===== src/rtl/i2c_responder_pkg.sv =====
// ============================================================================
// i2c_responder_pkg: shared widths, state encoding and constants
// Rev 1.0
// ============================================================================
`default_nettype none

package i2c_responder_pkg;

  localparam int BYTE_W = 8;
  localparam int ADDR_W = 7;

  localparam logic [ADDR_W-1:0] GENERAL_CALL_ADDR = 7'h00;

  typedef enum logic [2:0] {
    IDLE     = 3'd0,
    ADDR     = 3'd1,
    ADDR_ACK = 3'd2,
    WRITE    = 3'd3,
    WR_ACK   = 3'd4,
    READ     = 3'd5,
    RD_ACK   = 3'd6
  } state_e;

endpackage

`default_nettype wire


===== src/rtl/i2c_responder_if.sv =====
// ============================================================================
// i2c_responder_if: I2C pad lines plus the local byte stream interface
// Rev 1.0
// ============================================================================
`default_nettype none

interface i2c_responder_if;
  import i2c_responder_pkg::*;

  logic              Scl;
  logic              SdaIn;
  logic              SdaOe;
  logic [BYTE_W-1:0] RxData;
  logic              RxValid;
  logic              RxFirst;
  logic              TxReq;
  logic [BYTE_W-1:0] TxData;
  logic              Busy;

  modport slave (
    input  Scl, SdaIn, TxData,
    output SdaOe, RxData, RxValid, RxFirst, TxReq, Busy
  );

  modport master (
    output Scl, SdaIn, TxData,
    input  SdaOe, RxData, RxValid, RxFirst, TxReq, Busy
  );

endinterface

`default_nettype wire


===== src/rtl/i2c_line_filter.sv =====
// ============================================================================
// i2c_line_filter: 2-flop synchronizer plus FILT_LEN-sample glitch filter
// Rev 1.0
// ============================================================================
`default_nettype none

module i2c_line_filter #(
  parameter int FILT_LEN = 4
) (
  input  logic Clk,
  input  logic Reset,
  input  logic line_in,
  output logic line_f
);

  logic [1:0] sync_q, sync_d;
  logic [3:0] cnt_q, cnt_d;
  logic       filt_q, filt_d;

  // cnt_q counts consecutive synchronized samples that disagree with the output
  always_comb begin
    sync_d = {sync_q[0], line_in};
    cnt_d  = '0;
    filt_d = filt_q;
    if (sync_q[1] != filt_q) begin
      if (cnt_q == 4'(FILT_LEN - 1)) filt_d = sync_q[1];
      else                           cnt_d  = cnt_q + 4'd1;
    end
  end

  always_ff @(posedge Clk or negedge Reset) begin
    if (!Reset) begin
      sync_q <= 2'b11;
      cnt_q  <= '0;
      filt_q <= 1'b1;
    end else begin
      sync_q <= sync_d;
      cnt_q  <= cnt_d;
      filt_q <= filt_d;
    end
  end

  assign line_f = filt_q;

endmodule

`default_nettype wire


===== src/rtl/i2c_responder.sv =====
// ============================================================================
// i2c_responder: oversampling I2C target; GENERAL_CALL_EN also accepts 7'h00 W
// Rev 1.0
// ============================================================================
`default_nettype none

module i2c_responder
  import i2c_responder_pkg::*;
#(
  parameter logic [ADDR_W-1:0] DEV_ADDR = 7'h42,
  parameter int                FILT_LEN = 4,
  parameter int                HOLD_CYC = 30
) (
  input  logic            Clk,
  input  logic            Reset,
  i2c_responder_if.slave  bus
);

  logic scl_f, sda_f;
  logic scl_rise, scl_fall, start_det, stop_det;

  state_e            state_q, state_d;
  logic [2:0]        bit_cnt_q, bit_cnt_d;
  logic [BYTE_W-1:0] shift_q, shift_d;
  logic [BYTE_W-1:0] rx_data_q, rx_data_d;
  logic [7:0]        hold_cnt_q, hold_cnt_d;
  logic rw_q, rw_d, first_q, first_d, sda_oe_q, sda_oe_d;
  logic rx_valid_q, rx_valid_d, rx_first_q, rx_first_d;
  logic tx_req_q, tx_req_d, tx_load_q, tx_load_d, busy_q, busy_d;
  logic hold_pend_q, hold_pend_d, hold_val_q, hold_val_d;
  logic scl_prev_q, sda_prev_q;
  logic sched, sched_val, addr_hit;

  i2c_line_filter #(.FILT_LEN(FILT_LEN)) u_scl_filt (
    .Clk(Clk), .Reset(Reset), .line_in(bus.Scl), .line_f(scl_f)
  );

  i2c_line_filter #(.FILT_LEN(FILT_LEN)) u_sda_filt (
    .Clk(Clk), .Reset(Reset), .line_in(bus.SdaIn), .line_f(sda_f)
  );

  assign scl_rise  =  scl_f & ~scl_prev_q;
  assign scl_fall  = ~scl_f &  scl_prev_q;
  assign start_det =  scl_f &  sda_prev_q & ~sda_f;
  assign stop_det  =  scl_f & ~sda_prev_q &  sda_f;

  // shift_q[6:0] holds the seven address bits when the R/W bit is on SDA
  always_comb begin
    addr_hit = (shift_q[ADDR_W-1:0] == DEV_ADDR);
`ifdef GENERAL_CALL_EN
    if ((shift_q[ADDR_W-1:0] == GENERAL_CALL_ADDR) && !sda_f) addr_hit = 1'b1;
`endif
  end

  always_comb begin
    state_d     = state_q;
    bit_cnt_d   = bit_cnt_q;
    shift_d     = shift_q;
    rx_data_d   = rx_data_q;
    hold_cnt_d  = hold_cnt_q;
    rw_d        = rw_q;
    first_d     = first_q;
    sda_oe_d    = sda_oe_q;
    rx_valid_d  = 1'b0;
    rx_first_d  = 1'b0;
    tx_req_d    = 1'b0;
    tx_load_d   = tx_req_q;
    busy_d      = busy_q;
    hold_pend_d = hold_pend_q;
    hold_val_d  = hold_val_q;
    sched       = 1'b0;
    sched_val   = 1'b0;

    if (hold_pend_q) begin
      if (hold_cnt_q == 8'd0) begin
        sda_oe_d    = hold_val_q;
        hold_pend_d = 1'b0;
      end else begin
        hold_cnt_d = hold_cnt_q - 8'd1;
      end
    end

    if (tx_load_q) shift_d = bus.TxData;

    case (state_q)
      IDLE: ;
      ADDR: if (scl_rise) begin
        shift_d   = {shift_q[BYTE_W-2:0], sda_f};
        bit_cnt_d = bit_cnt_q + 3'd1;
        if (bit_cnt_q == 3'd7) begin
          if (addr_hit) begin
            state_d = ADDR_ACK;
            busy_d  = 1'b1;
            rw_d    = sda_f;
            first_d = 1'b1;
          end else begin
            state_d = IDLE;
          end
        end
      end
      ADDR_ACK: if (scl_fall) begin
        sched     = 1'b1;
        sched_val = 1'b1;
      end else if (scl_rise) begin
        bit_cnt_d = 3'd0;
        if (rw_q) begin
          tx_req_d = 1'b1;
          state_d  = READ;
        end else begin
          state_d  = WRITE;
        end
      end
      WRITE: if (scl_fall) begin
        sched = 1'b1;
      end else if (scl_rise) begin
        shift_d   = {shift_q[BYTE_W-2:0], sda_f};
        bit_cnt_d = bit_cnt_q + 3'd1;
        if (bit_cnt_q == 3'd7) begin
          rx_data_d  = {shift_q[BYTE_W-2:0], sda_f};
          rx_valid_d = 1'b1;
          rx_first_d = first_q;
          first_d    = 1'b0;
          state_d    = WR_ACK;
        end
      end
      WR_ACK: if (scl_fall) begin
        sched     = 1'b1;
        sched_val = 1'b1;
      end else if (scl_rise) begin
        bit_cnt_d = 3'd0;
        state_d   = WRITE;
      end
      // first fall of a byte presents bit 7 unshifted; later falls shift first
      READ: if (scl_fall) begin
        sched = 1'b1;
        if (bit_cnt_q == 3'd0) begin
          sched_val = ~shift_q[BYTE_W-1];
        end else begin
          shift_d   = {shift_q[BYTE_W-2:0], 1'b0};
          sched_val = ~shift_q[BYTE_W-2];
        end
      end else if (scl_rise) begin
        bit_cnt_d = bit_cnt_q + 3'd1;
        if (bit_cnt_q == 3'd7) begin
          bit_cnt_d = 3'd0;
          state_d   = RD_ACK;
        end
      end
      RD_ACK: if (scl_fall) begin
        sched = 1'b1;
      end else if (scl_rise) begin
        if (!sda_f) begin
          tx_req_d  = 1'b1;
          bit_cnt_d = 3'd0;
          state_d   = READ;
        end else begin
          busy_d  = 1'b0;
          state_d = IDLE;
        end
      end
      default: state_d = IDLE;
    endcase

    if (sched) begin
      hold_cnt_d  = 8'(HOLD_CYC - 1);
      hold_pend_d = 1'b1;
      hold_val_d  = sched_val;
    end

    if (start_det || stop_det) begin
      state_d     = start_det ? ADDR : IDLE;
      bit_cnt_d   = 3'd0;
      sda_oe_d    = 1'b0;
      hold_pend_d = 1'b0;
      tx_load_d   = 1'b0;
      tx_req_d    = 1'b0;
      rx_valid_d  = 1'b0;
      rx_first_d  = 1'b0;
      busy_d      = 1'b0;
    end
  end

  always_ff @(posedge Clk or negedge Reset) begin
    if (!Reset) begin
      state_q     <= IDLE;
      bit_cnt_q   <= '0;
      shift_q     <= '0;
      rx_data_q   <= '0;
      hold_cnt_q  <= '0;
      rw_q        <= 1'b0;
      first_q     <= 1'b0;
      sda_oe_q    <= 1'b0;
      rx_valid_q  <= 1'b0;
      rx_first_q  <= 1'b0;
      tx_req_q    <= 1'b0;
      tx_load_q   <= 1'b0;
      busy_q      <= 1'b0;
      hold_pend_q <= 1'b0;
      hold_val_q  <= 1'b0;
      scl_prev_q  <= 1'b1;
      sda_prev_q  <= 1'b1;
    end else begin
      state_q     <= state_d;
      bit_cnt_q   <= bit_cnt_d;
      shift_q     <= shift_d;
      rx_data_q   <= rx_data_d;
      hold_cnt_q  <= hold_cnt_d;
      rw_q        <= rw_d;
      first_q     <= first_d;
      sda_oe_q    <= sda_oe_d;
      rx_valid_q  <= rx_valid_d;
      rx_first_q  <= rx_first_d;
      tx_req_q    <= tx_req_d;
      tx_load_q   <= tx_load_d;
      busy_q      <= busy_d;
      hold_pend_q <= hold_pend_d;
      hold_val_q  <= hold_val_d;
      scl_prev_q  <= scl_f;
      sda_prev_q  <= sda_f;
    end
  end

  assign bus.SdaOe   = sda_oe_q;
  assign bus.RxData  = rx_data_q;
  assign bus.RxValid = rx_valid_q;
  assign bus.RxFirst = rx_first_q;
  assign bus.TxReq   = tx_req_q;
  assign bus.Busy    = busy_q;

endmodule

`default_nettype wire


===== src/flat_wrapper.sv =====
// flat-port wrapper written by rule: the top's interface ports become plain ports
module i2c_responder_flat import i2c_responder_pkg::*;
#(
  parameter logic [ADDR_W-1:0] DEV_ADDR = 7'h42,
  parameter int                FILT_LEN = 4,
  parameter int                HOLD_CYC = 30
)
  (Clk, Reset, bus_Scl, bus_SdaIn, bus_TxData, bus_SdaOe, bus_RxData, bus_RxValid, bus_RxFirst, bus_TxReq, bus_Busy);
  i2c_responder_if bus_i ();
  input  logic Clk;
  input  logic Reset;
  input wire logic [$bits(bus_i.Scl)-1:0] bus_Scl;
  input wire logic [$bits(bus_i.SdaIn)-1:0] bus_SdaIn;
  input wire logic [$bits(bus_i.TxData)-1:0] bus_TxData;
  output wire logic [$bits(bus_i.SdaOe)-1:0] bus_SdaOe;
  output wire logic [$bits(bus_i.RxData)-1:0] bus_RxData;
  output wire logic [$bits(bus_i.RxValid)-1:0] bus_RxValid;
  output wire logic [$bits(bus_i.RxFirst)-1:0] bus_RxFirst;
  output wire logic [$bits(bus_i.TxReq)-1:0] bus_TxReq;
  output wire logic [$bits(bus_i.Busy)-1:0] bus_Busy;
  assign bus_i.Scl = bus_Scl;
  assign bus_i.SdaIn = bus_SdaIn;
  assign bus_i.TxData = bus_TxData;
  assign bus_SdaOe = bus_i.SdaOe;
  assign bus_RxData = bus_i.RxData;
  assign bus_RxValid = bus_i.RxValid;
  assign bus_RxFirst = bus_i.RxFirst;
  assign bus_TxReq = bus_i.TxReq;
  assign bus_Busy = bus_i.Busy;
  i2c_responder #(.DEV_ADDR(DEV_ADDR), .FILT_LEN(FILT_LEN), .HOLD_CYC(HOLD_CYC)) u_core (.Clk(Clk), .Reset(Reset), .bus(bus_i));
endmodule

===== config.mk =====
export PLATFORM = sky130hd
export DESIGN_NAME = i2c_responder_flat
export DESIGN_NICKNAME = d
export VERILOG_FILES = /design/src/rtl/i2c_responder_pkg.sv /design/src/rtl/i2c_responder_if.sv /design/src/rtl/i2c_line_filter.sv /design/src/rtl/i2c_responder.sv /design/src/flat_wrapper.sv
export SDC_FILE = /design/constraint.sdc
export NUM_CORES = 1
export LEC_CHECK = 0
export CORE_MARGIN = 5
export CORE_UTILIZATION = 30
export CTS_BUF_LIST = sky130_fd_sc_hd__clkbuf_8
export CTS_CLUSTER_SIZE = 30
export DETAILED_ROUTE_END_ITERATION = 16
export PLACE_DENSITY = 0.52
export SLEW_MARGIN = 20
export SYNTH_ARGS = -nofsm -noshare
export SYNTH_HDL_FRONTEND = slang
export SYNTH_SLANG_ARGS = --single-unit

===== constraint.sdc =====
create_clock -name Clk -period 1.89 [get_ports Clk]
set_input_delay 0.2835 -clock Clk [delete_from_list [all_inputs] [get_ports Clk]]
set_output_delay 0.2835 -clock Clk [all_outputs]
set_load 0.05 [all_outputs]

==> results of run 1 <==
worst max-delay path: stages (launching register included):
cell     delay, ps
dfstp_2        590
nor3b_1        280
a31oi_1        130
nor2b_1        120
buf_4          190
mux2_2         350
cells by family after synthesis:
group,after synthesis,synth area share [%]
AOI/OAI and AO/OA,45,11.2
muxes,31,12.1
xor gates and xnor gates,6,1.89
DFF,56,50.8
buffers and inverters,19,2.75
adders and majority gates,8,3.60
and+or+nand+nor,80,17.7
power by group:
| part | switching (W) | internal, W | leakage [nW] |
|---|---|---|---|
| Combinational | 0.000544 | 0.000489 | 0.647 |
| Clock | 0.000386 | 0.000393 | 0.0541 |
| Sequential | 0.000194 | 0.00141 | 0.742 |
| Total | 0.00112 | 0.00229 | 1.44 |
synthesized netlist by cell type, types with 2 or more instances:
library cell   n
nand2b_1       8
inv_1          7
nor2b_1        7
dfstp_2        8
a211oi_1       2
and2_1         4
or3b_1         2
clkbuf_1       5
nor4_1         4
o21ai_0        8
xnor2_1        3
o21bai_1       2
a31oi_1        2
nor3b_1        5
dfrtp_1       48
and3_1         2
nand4_1        2
mux2_2        17
o31ai_1        4
nor3_1         5
buf_2          4
mux2i_1       13
nand3b_1       2
buf_1          3
xor2_1         3
ha_1           8
a21oi_1       11
nor2_1         9
nand3_1        7
nand2_1       14
registers in the layout (all words and copies together) (netlist names), 2 cells and up:
signal / count
u_core.bus.RxData: 8
u_core.u_sda_filt.sync_q: 2
u_core.u_scl_filt.sync_q: 2
u_core.hold_cnt_q: 8
u_core.u_scl_filt.cnt_q: 4
u_core.u_sda_filt.cnt_q: 4
u_core.bit_cnt_q: 3
u_core.shift_q: 8
u_core.state_q: 3
how the worst max path moves through the flow:
stage | to | depth (start not counted) | from
after floorplan | u_core.rw_q | 4 | u_core.shift_q[3]
after global placement | u_core.rw_q | 4 | u_core.shift_q[2]
after detailed placement | u_core.rw_q | 4 | u_core.shift_q[2]
after CTS | u_core.rw_q | 4 | u_core.shift_q[2]
after global routing | u_core.hold_cnt_q[2] | 5 | u_core.state_q[2]
final | u_core.shift_q[1] | 5 | u_core.scl_prev_q
metal layers:
layer | share of wire (%) | vias to the layer above
met3 | 2.9 | 4
met2 | 46 | 30
li1 | - | 959
met1 | 50 | 960
met4 | 0.80 | 0
met5 | 0 | -
repair_timing:
item,4_1_cts,5_1_grt
resized for setup,0,0
endpoints found under the hold margin,48,0
setup endpoints to repair,0,1
hold buffers,1,0
per-stage QoR:
| stage | power [W] | utilization [%] | hold WS [ps] | setup WS [ps] |
|---|---|---|---|---|
| floorplan | 0.00225 | - | -12.1 | 132 |
| global placement | 0.00265 | 35.7 | 314 | 107 |
| detailed placement | 0.00266 | 35.7 | 312 | 47.0 |
| CTS | 0.00347 | 37.1 | 361 | 36.9 |
| global route | 0.00364 | 37.1 | 356 | 3.49 |
| finish | 0.00341 | 37.1 | 360 | 113 |
layout make-up:
cell class / instances / area [sq um] / share of cell area, %
clock buffer: 5 / 68.8 / 2.03
clock inverter: 3 / 42.5 / 1.25
inverter: 7 / 26.3 / 0.774
multi-input combinational: 170 / 1290 / 38.1
sequential: 56 / 1410 / 41.6
tap: 111 / 139 / 4.09
timing repair buffer: 44 / 413 / 12.2
==> results.toml, run 1 <==
[worst_hold_path]
holdPathStages = 0
hold_path_end = "u_core.u_scl_filt.sync_q[1]"
hold_class = "reg -> reg"
hp-start = "u_core.u_scl_filt.sync_q[0]"

[clock_network]
clkTransAtPathRegs_ps = 100
post_cts_buffers = 0
cts.path.max_buffers = 2
cts_buffers = 5
clk-insertion-delay-late_ps = 300
cts_tree = "yes"
clockRootBuffer = "clkbuf_8"
ctsHtreeMaxLevel = 2
cts.sinks = 56

[job]
cap_violations = 0

[sta]
fin_skew_ps = 6.04
tightest_slew_ps = 813
drv_slew = 0
finalSetupTns_ps = 0
hold_violations = 0
fin_crit_sh_pct = 94.0
fmax_ghz = 0.563
period_minus_slack_ps = 1780
slew-limit-headroom_pct = 45.4
rsz0062_at_grt = "no"
finalSetupViolCount = 0

[critical_path]
r2r_end = "u_core.shift_q[1]"
r2r_start = "u_core.scl_prev_q"
rrSetupSlack_ps = 110
critPathArrivalTime_ps = 1980
critPathLaunchType = "flop"
required_ps = 2090
critPathKind = "reg -> reg"
rr_worst_depth = 5
endpoint_kind = "flop"
crit_path_max_fanout = 8

[synth]
yosys_register_bits = 56
syn_inst = 245
synthArstFlopShare_pct = 100
seq_area_frac_synth_pct = 50.8
synth_cell_types = 56
ys.flop_type = "dfrtp_1"
synth_area_leaders = "dfrtp_1 43%, dfstp_2 7.6%, mux2_2 6.9%, mux2i_1 4.7%, ha_1 3.6%"
syn_nets = 265
yosysWarningCount = 0
yosys.area.top_type = "dfrtp_1"
synth_edf_count = 0
netlist_area_sq_um = 2780
yosysTopAreaCellShare_pct = 43.2
avgSynthCellArea_sq_um = 11.3

[detailed_routing]
antenna_left = 0
wl_per_cell_um = 14.6
drc = 0
wl_mm = 5.78
vias_per_cell = 4.93
vias = 1953
first_pass_iters = 4
drt-initial-drc-count = 77

[final_layout]
final_cell_mix = "48 x dfrtp_1, 23 x clkdlybuf4s50_1, 17 x mux2_2, 17 x buf_4, 14 x nand2_1"
fillers = 907
syn2layout_area_growth_pct = 22.1
fin_cells = 396
stdcell_area_sq_um = 3390
drive_above_1_share_pct = 21.8
antennaDiodeCount = 0
layout.nets = 304
mostFrequentLayoutCell = "dfrtp_1"

[global_route]
grt_pass1_vias = 1882
met2_usage_pct = 16.3
grt-ovfl-total = 0
grt_util_met3_pct = 2.25
grt_use_total_pct = 10.6
use_met1_pct = 15.3
antenna_found_initial = 0
grt_first_pass_wirelength_mm = 9.76
grt-busiest-layer = "met2"
grt_start_max_net_pins = 57

[die]
die_w_um = 106
row_count = 35
coreArea_sq_um = 9150
die_height_um = 106
die_area_sq_um = 11300
ios = 25
initial_core_util_pct = 30.4

[placed_design]
numPortBuffers = 24
place_congestion = 0.759
hpwl_mm = 4.08
dp_cells = 387
dpl_cell_area_sq_um = 3270

[pwr]
p_leak_nw = 1.44
ir_worst_vdd_uv = 398
powerDensity_nw_per_um2 = 1010

[outcome]
outcome = "complete, no violations"
No activity file was read; power rests on OpenSTA's default activity.
==> run 2: changes to the inputs <==
--- a/config.mk
+++ b/config.mk
@@ -5,6 +5,7 @@
 export SDC_FILE = /design/constraint.sdc
 export NUM_CORES = 1
 export LEC_CHECK = 0
+export CORE_ASPECT_RATIO = 1.25
 export CORE_MARGIN = 5
 export CORE_UTILIZATION = 30
 export CTS_BUF_LIST = sky130_fd_sc_hd__clkbuf_8
==> run 2 against run 1 <==
Setup slack lost 23 ps. Sequential share of layout area fell by 0.72 points. Sequential power about the same. Hold slack about the same. Cell count rose by 5.1%. Routed wire length is 1.1% higher. Non-clock buffer count grew 8. First-iteration DRC count unchanged. Critical path type is now reg -> out.
==> results.toml, run 2 (synthesis gave the netlist of run 1 again) <==
[outcome]
outcome = "complete, no violations"

[clock_network]
post_cts_buffers = 0
ctsHtreeMaxLevel = 2
clockRootBuffer = "clkbuf_8"
cts.sinks = 56
clk-insertion-delay-late_ps = 310
cts_buffers = 5
clkTransAtPathRegs_ps = 110
cts.path.max_buffers = 2
cts_tree = "yes"

[critical_path]
required_ps = 1610
worst_path_max_delay_cell = "clkdlybuf4s50_1"
crit_chain = "clkdlybuf4s50_1"
path_buf_inv = 1
crit_family = "buffers and inverters"
rrSetupSlack_ps = 90
slowest_delay_ps = 810
critPathLaunchType = "flop"
critPathKind = "reg -> out"
endpoint_kind = "primary output"
critPathArrivalTime_ps = 1520
crit_path_max_fanout = 2

[detailed_routing]
first_pass_iters = 4
wl_mm = 5.84
vias_per_cell = 4.73
drt-initial-drc-count = 77
vias = 1968
wl_per_cell_um = 14.0
antenna_left = 0
drc = 0

[die]
die_w_um = 96.1
die_area_sq_um = 11300
die_height_um = 118
coreArea_sq_um = 9130
row_count = 39
initial_core_util_pct = 30.5
ios = 25

[sta]
period_minus_slack_ps = 1800
fmax_ghz = 0.556
finalSetupTns_ps = 0
rsz0062_at_grt = "no"
slew-limit-headroom_pct = 62.6
fin_crit_sh_pct = 95.2
hold_violations = 0
tightest_slew_ps = 556
fin_skew_ps = 9.14
drv_slew = 0
finalSetupViolCount = 0

[pwr]
ir_worst_vdd_uv = 386
p_leak_nw = 1.48
powerDensity_nw_per_um2 = 969

[global_route]
grt-ovfl-total = 0
antenna_found_initial = 0
grt_pass1_vias = 2177
grt_first_pass_wirelength_mm = 10.6
grt_start_max_net_pins = 22
grt_use_total_pct = 11.7

[final_layout]
antennaDiodeCount = 0
drive_above_1_share_pct = 24.9
syn2layout_area_growth_pct = 24.2
fillers = 897
layout.nets = 312
final_core_utilization_pct = 37.8
final_cell_mix = "48 x dfrtp_1, 26 x buf_4, 23 x clkdlybuf4s50_1"
mostFrequentLayoutCell = "dfrtp_1"

[placed_design]
hpwl_mm = 4.39
numPortBuffers = 24
place_congestion = 0.790

[job]
cap_violations = 0

[worst_hold_path]
hold_class = "reg -> reg"
-- run 2: cell types whose count changed in the layout (fill, tap and decap cells not counted) --
cell | previous run | this run
o311ai_2 | 0 | 1
inv_6 | 0 | 1
clkinv_4 | 0 | 1
nor3b_1 | 5 | 3
bufinv_16 | 1 | 0
nor3b_2 | 0 | 2
buf_12 | 2 | 1
clkinvlp_4 | 1 | 0
buf_4 | 17 | 26
o311ai_1 | 1 | 0
-- run 2: area by class of cell --
cell class | count | area [sq um] | area share, %
Clock buffer | 5 | 68.8 | 1.99
Timing Repair Buffer | 52 | 460 | 13.3
Sequential cell | 56 | 1410 | 40.9
Inverter | 7 | 26.3 | 0.761
Multi-Input combinational cell | 170 | 1310 | 37.9
Clock inverter | 3 | 22.5 | 0.652
Tap cell | 123 | 154 | 4.46
-- run 2: timing repair --
item                       4_1_cts  5_1_grt
resized for setup                0        3
hold endpoints to repair        17        0
hold buffers                     1        0
setup endpoints to repair        0        4
-- run 2: layer usage --
metal	track usage, %	up-vias	routed length [um]
met3	2.75	11	206
met2	19.2	31	2870
li1	-	979	-
met4	3.38	0	116
met1	15.1	947	2640
met5	0	-	0
-- run 2: final timing paths --
| kind | start | end | depth (start not counted) |
|---|---|---|---|
| max | u_core.bus.Busy | bus_Busy | 1 |
| min | u_core.u_scl_filt.sync_q[0] | u_core.u_scl_filt.sync_q[1] | 0 |
| max reg2reg | u_core.shift_q[2] | u_core.rw_q | 4 |
| min reg2reg | u_core.u_scl_filt.sync_q[0] | u_core.u_scl_filt.sync_q[1] | 0 |
| max in group asynchronous | Reset | u_core.first_q | 3 |
| min in group asynchronous | Reset | u_core.u_scl_filt.cnt_q[2] | 2 |
-- run 2: where the power goes --
| part | switching [W] | internal [W] |
|---|---|---|
| Sequential | 0.000210 | 0.00141 |
| Clock | 0.000400 | 0.000267 |
| Combinational | 0.000536 | 0.000528 |
| Total | 0.00115 | 0.00220 |
-- run 2: stage by stage --
step | area (sq um) | cells | worst slack (ps) | total power [W] | hold slack, ps
final | 3450 | 416 | 89.8 | 0.00335 | 361
after floorplan | 2780 | 245 | 132 | 0.00225 | -12.1
after global routing | 3450 | 416 | 8.34 | 0.00362 | 344
after detailed placement | 3330 | 407 | 96.3 | 0.00269 | 283
after global placement | 3330 | 407 | 132 | 0.00269 | 286
after CTS | 3440 | 416 | 54.9 | 0.00340 | 347
==> run 3: changes to the inputs <==
--- a/config.mk
+++ b/config.mk
@@ -11,8 +11,10 @@
 export CTS_BUF_LIST = sky130_fd_sc_hd__clkbuf_8
 export CTS_CLUSTER_SIZE = 30
 export DETAILED_ROUTE_END_ITERATION = 16
+export MAX_ROUTING_LAYER = met4
 export PLACE_DENSITY = 0.52
-export SLEW_MARGIN = 20
+export SKIP_CTS_REPAIR_TIMING = 1
+export SLEW_MARGIN = 40
 export SYNTH_ARGS = -nofsm -noshare
 export SYNTH_HDL_FRONTEND = slang
 export SYNTH_SLANG_ARGS = --single-unit
==> run 3 against run 2 <==
First-iteration DRC count increased by 6.5%. Die area unchanged. Hold slack unchanged. Via count decreased by 0.36%. Total power increased by 0.25%. Register-to-register slack about the same. Largest cell class unchanged. Largest power group unchanged.
==> results.toml, run 3 (synthesis gave the netlist of run 1 again) <==
[global_route]
grt_pass1_vias = 2180
grt_start_max_net_pins = 22
grt-ovfl-total = 0
grt-busiest-layer = "met2"
met2_usage_pct = 19.2
grt_first_pass_wirelength_mm = 10.6
grt_util_met3_pct = 2.37
use_met1_pct = 15.3
antenna_found_initial = 0
grt_use_total_pct = 12.0

[detailed_routing]
wl_mm = 5.86
drt-initial-drc-count = 82
wl_per_cell_um = 14.1
vias = 1961
drc = 0
first_pass_iters = 4
antenna_left = 0
vias_per_cell = 4.71

[die]
die_w_um = 96.1
row_count = 39
die_area_sq_um = 11300
coreArea_sq_um = 9130
die_height_um = 118
ios = 25
initial_core_util_pct = 30.5

[sta]
slew-limit-headroom_pct = 62.7
drv_slew = 0
fin_crit_sh_pct = 95.5
rsz0062_at_grt = "no"
hold_violations = 0
layout_setup_ws_ps = 85.6
finalSetupViolCount = 0
fin_skew_ps = 10.5
finalSetupTns_ps = 0
tightest_slew_ps = 555
period_minus_slack_ps = 1800
fmax_ghz = 0.554

[clock_network]
cts_tree = "yes"
clockRootBuffer = "clkbuf_8"
cts_buffers = 5
clk-insertion-delay-late_ps = 310
cts.path.max_buffers = 2
cts.sinks = 56
ctsHtreeMaxLevel = 2
clkTransAtPathRegs_ps = 110

[critical_path]
critPathLaunchType = "flop"
required_ps = 2100
path_buf_inv = 0
crit_path_max_fanout = 4
endpoint_kind = "flop"
critPathKind = "reg -> reg"
slowest_delay_ps = 540
critPathArrivalTime_ps = 2010
worst_path_max_delay_cell = "or4b_4"
crit_chain = "or4b_4, nor4_4, nand4_2, mux2_4"
crit_family = "simple AND/OR/NAND/NOR gates"

[final_layout]
antennaDiodeCount = 0
mostFrequentLayoutCell = "dfrtp_1"
final_core_utilization_pct = 37.8
syn2layout_area_growth_pct = 24.2
drive_above_1_share_pct = 24.9
final_cell_mix = "48 x dfrtp_1, 26 x buf_4, 23 x clkdlybuf4s50_1"
layout.nets = 312

[placed_design]
hpwl_mm = 4.39
place_ws_ps = 96.3
place_congestion = 0.801
numPortBuffers = 24

[pwr]
ir_worst_vdd_uv = 391
p_leak_nw = 1.48
powerDensity_nw_per_um2 = 972

[worst_hold_path]
hold_class = "reg -> reg"

[job]
cap_violations = 0

[outcome]
outcome = "complete, no violations"
==> run 3: final cells by class <==
| cell class | instances | area [sq um] |
|---|---|---|
| Tap cell | 123 | 154 |
| Fill cell | 897 | 5670 |
| Clock buffer | 5 | 68.8 |
| Timing Repair Buffer | 52 | 460 |
| Clock inverter | 3 | 22.5 |
| Inverter | 7 | 26.3 |
| Sequential cell | 56 | 1410 |
| Multi-Input combinational cell | 170 | 1310 |
==> run 3: report_power, final <==
group          leakage (nW)  internal, W  switching, W
clock network        0.0485     0.000267      0.000408
logic                 0.690     0.000528      0.000538
registers             0.742      0.00141      0.000210
total                  1.48      0.00220       0.00115
==> run 3: through the flow <==
stage	instance area, sq um	std cells	total power [W]	hold slack (ps)
global route	3450	416	0.00362	344
CTS	3430	415	0.00340	-54.4
global placement	3330	407	0.00269	286
detailed placement	3330	407	0.00269	283
finish	3450	416	0.00336	361
floorplan	2780	245	0.00225	-12.1
==> run 3: layer usage <==
layer,share of wire [%],wire (um)
met1,46,2720
met2,49,2860
met3,2.7,161
met4,1.9,111
met5,0,0
==> run 3: worst paths after layout <==
kind	startpoint	to	slack, ps	cells past startpoint
max in group asynchronous	Reset	u_core.bit_cnt_q[2]	780	3
worst min register to register	u_core.u_scl_filt.sync_q[0]	u_core.u_scl_filt.sync_q[1]	360	0
worst max register to register	u_core.shift_q[2]	u_core.rw_q	90	4
worst max-delay path	u_core.shift_q[2]	u_core.rw_q	90	4
worst min-delay path	u_core.u_scl_filt.sync_q[0]	u_core.u_scl_filt.sync_q[1]	360	0
min in group asynchronous	Reset	u_core.bus.RxValid	460	2
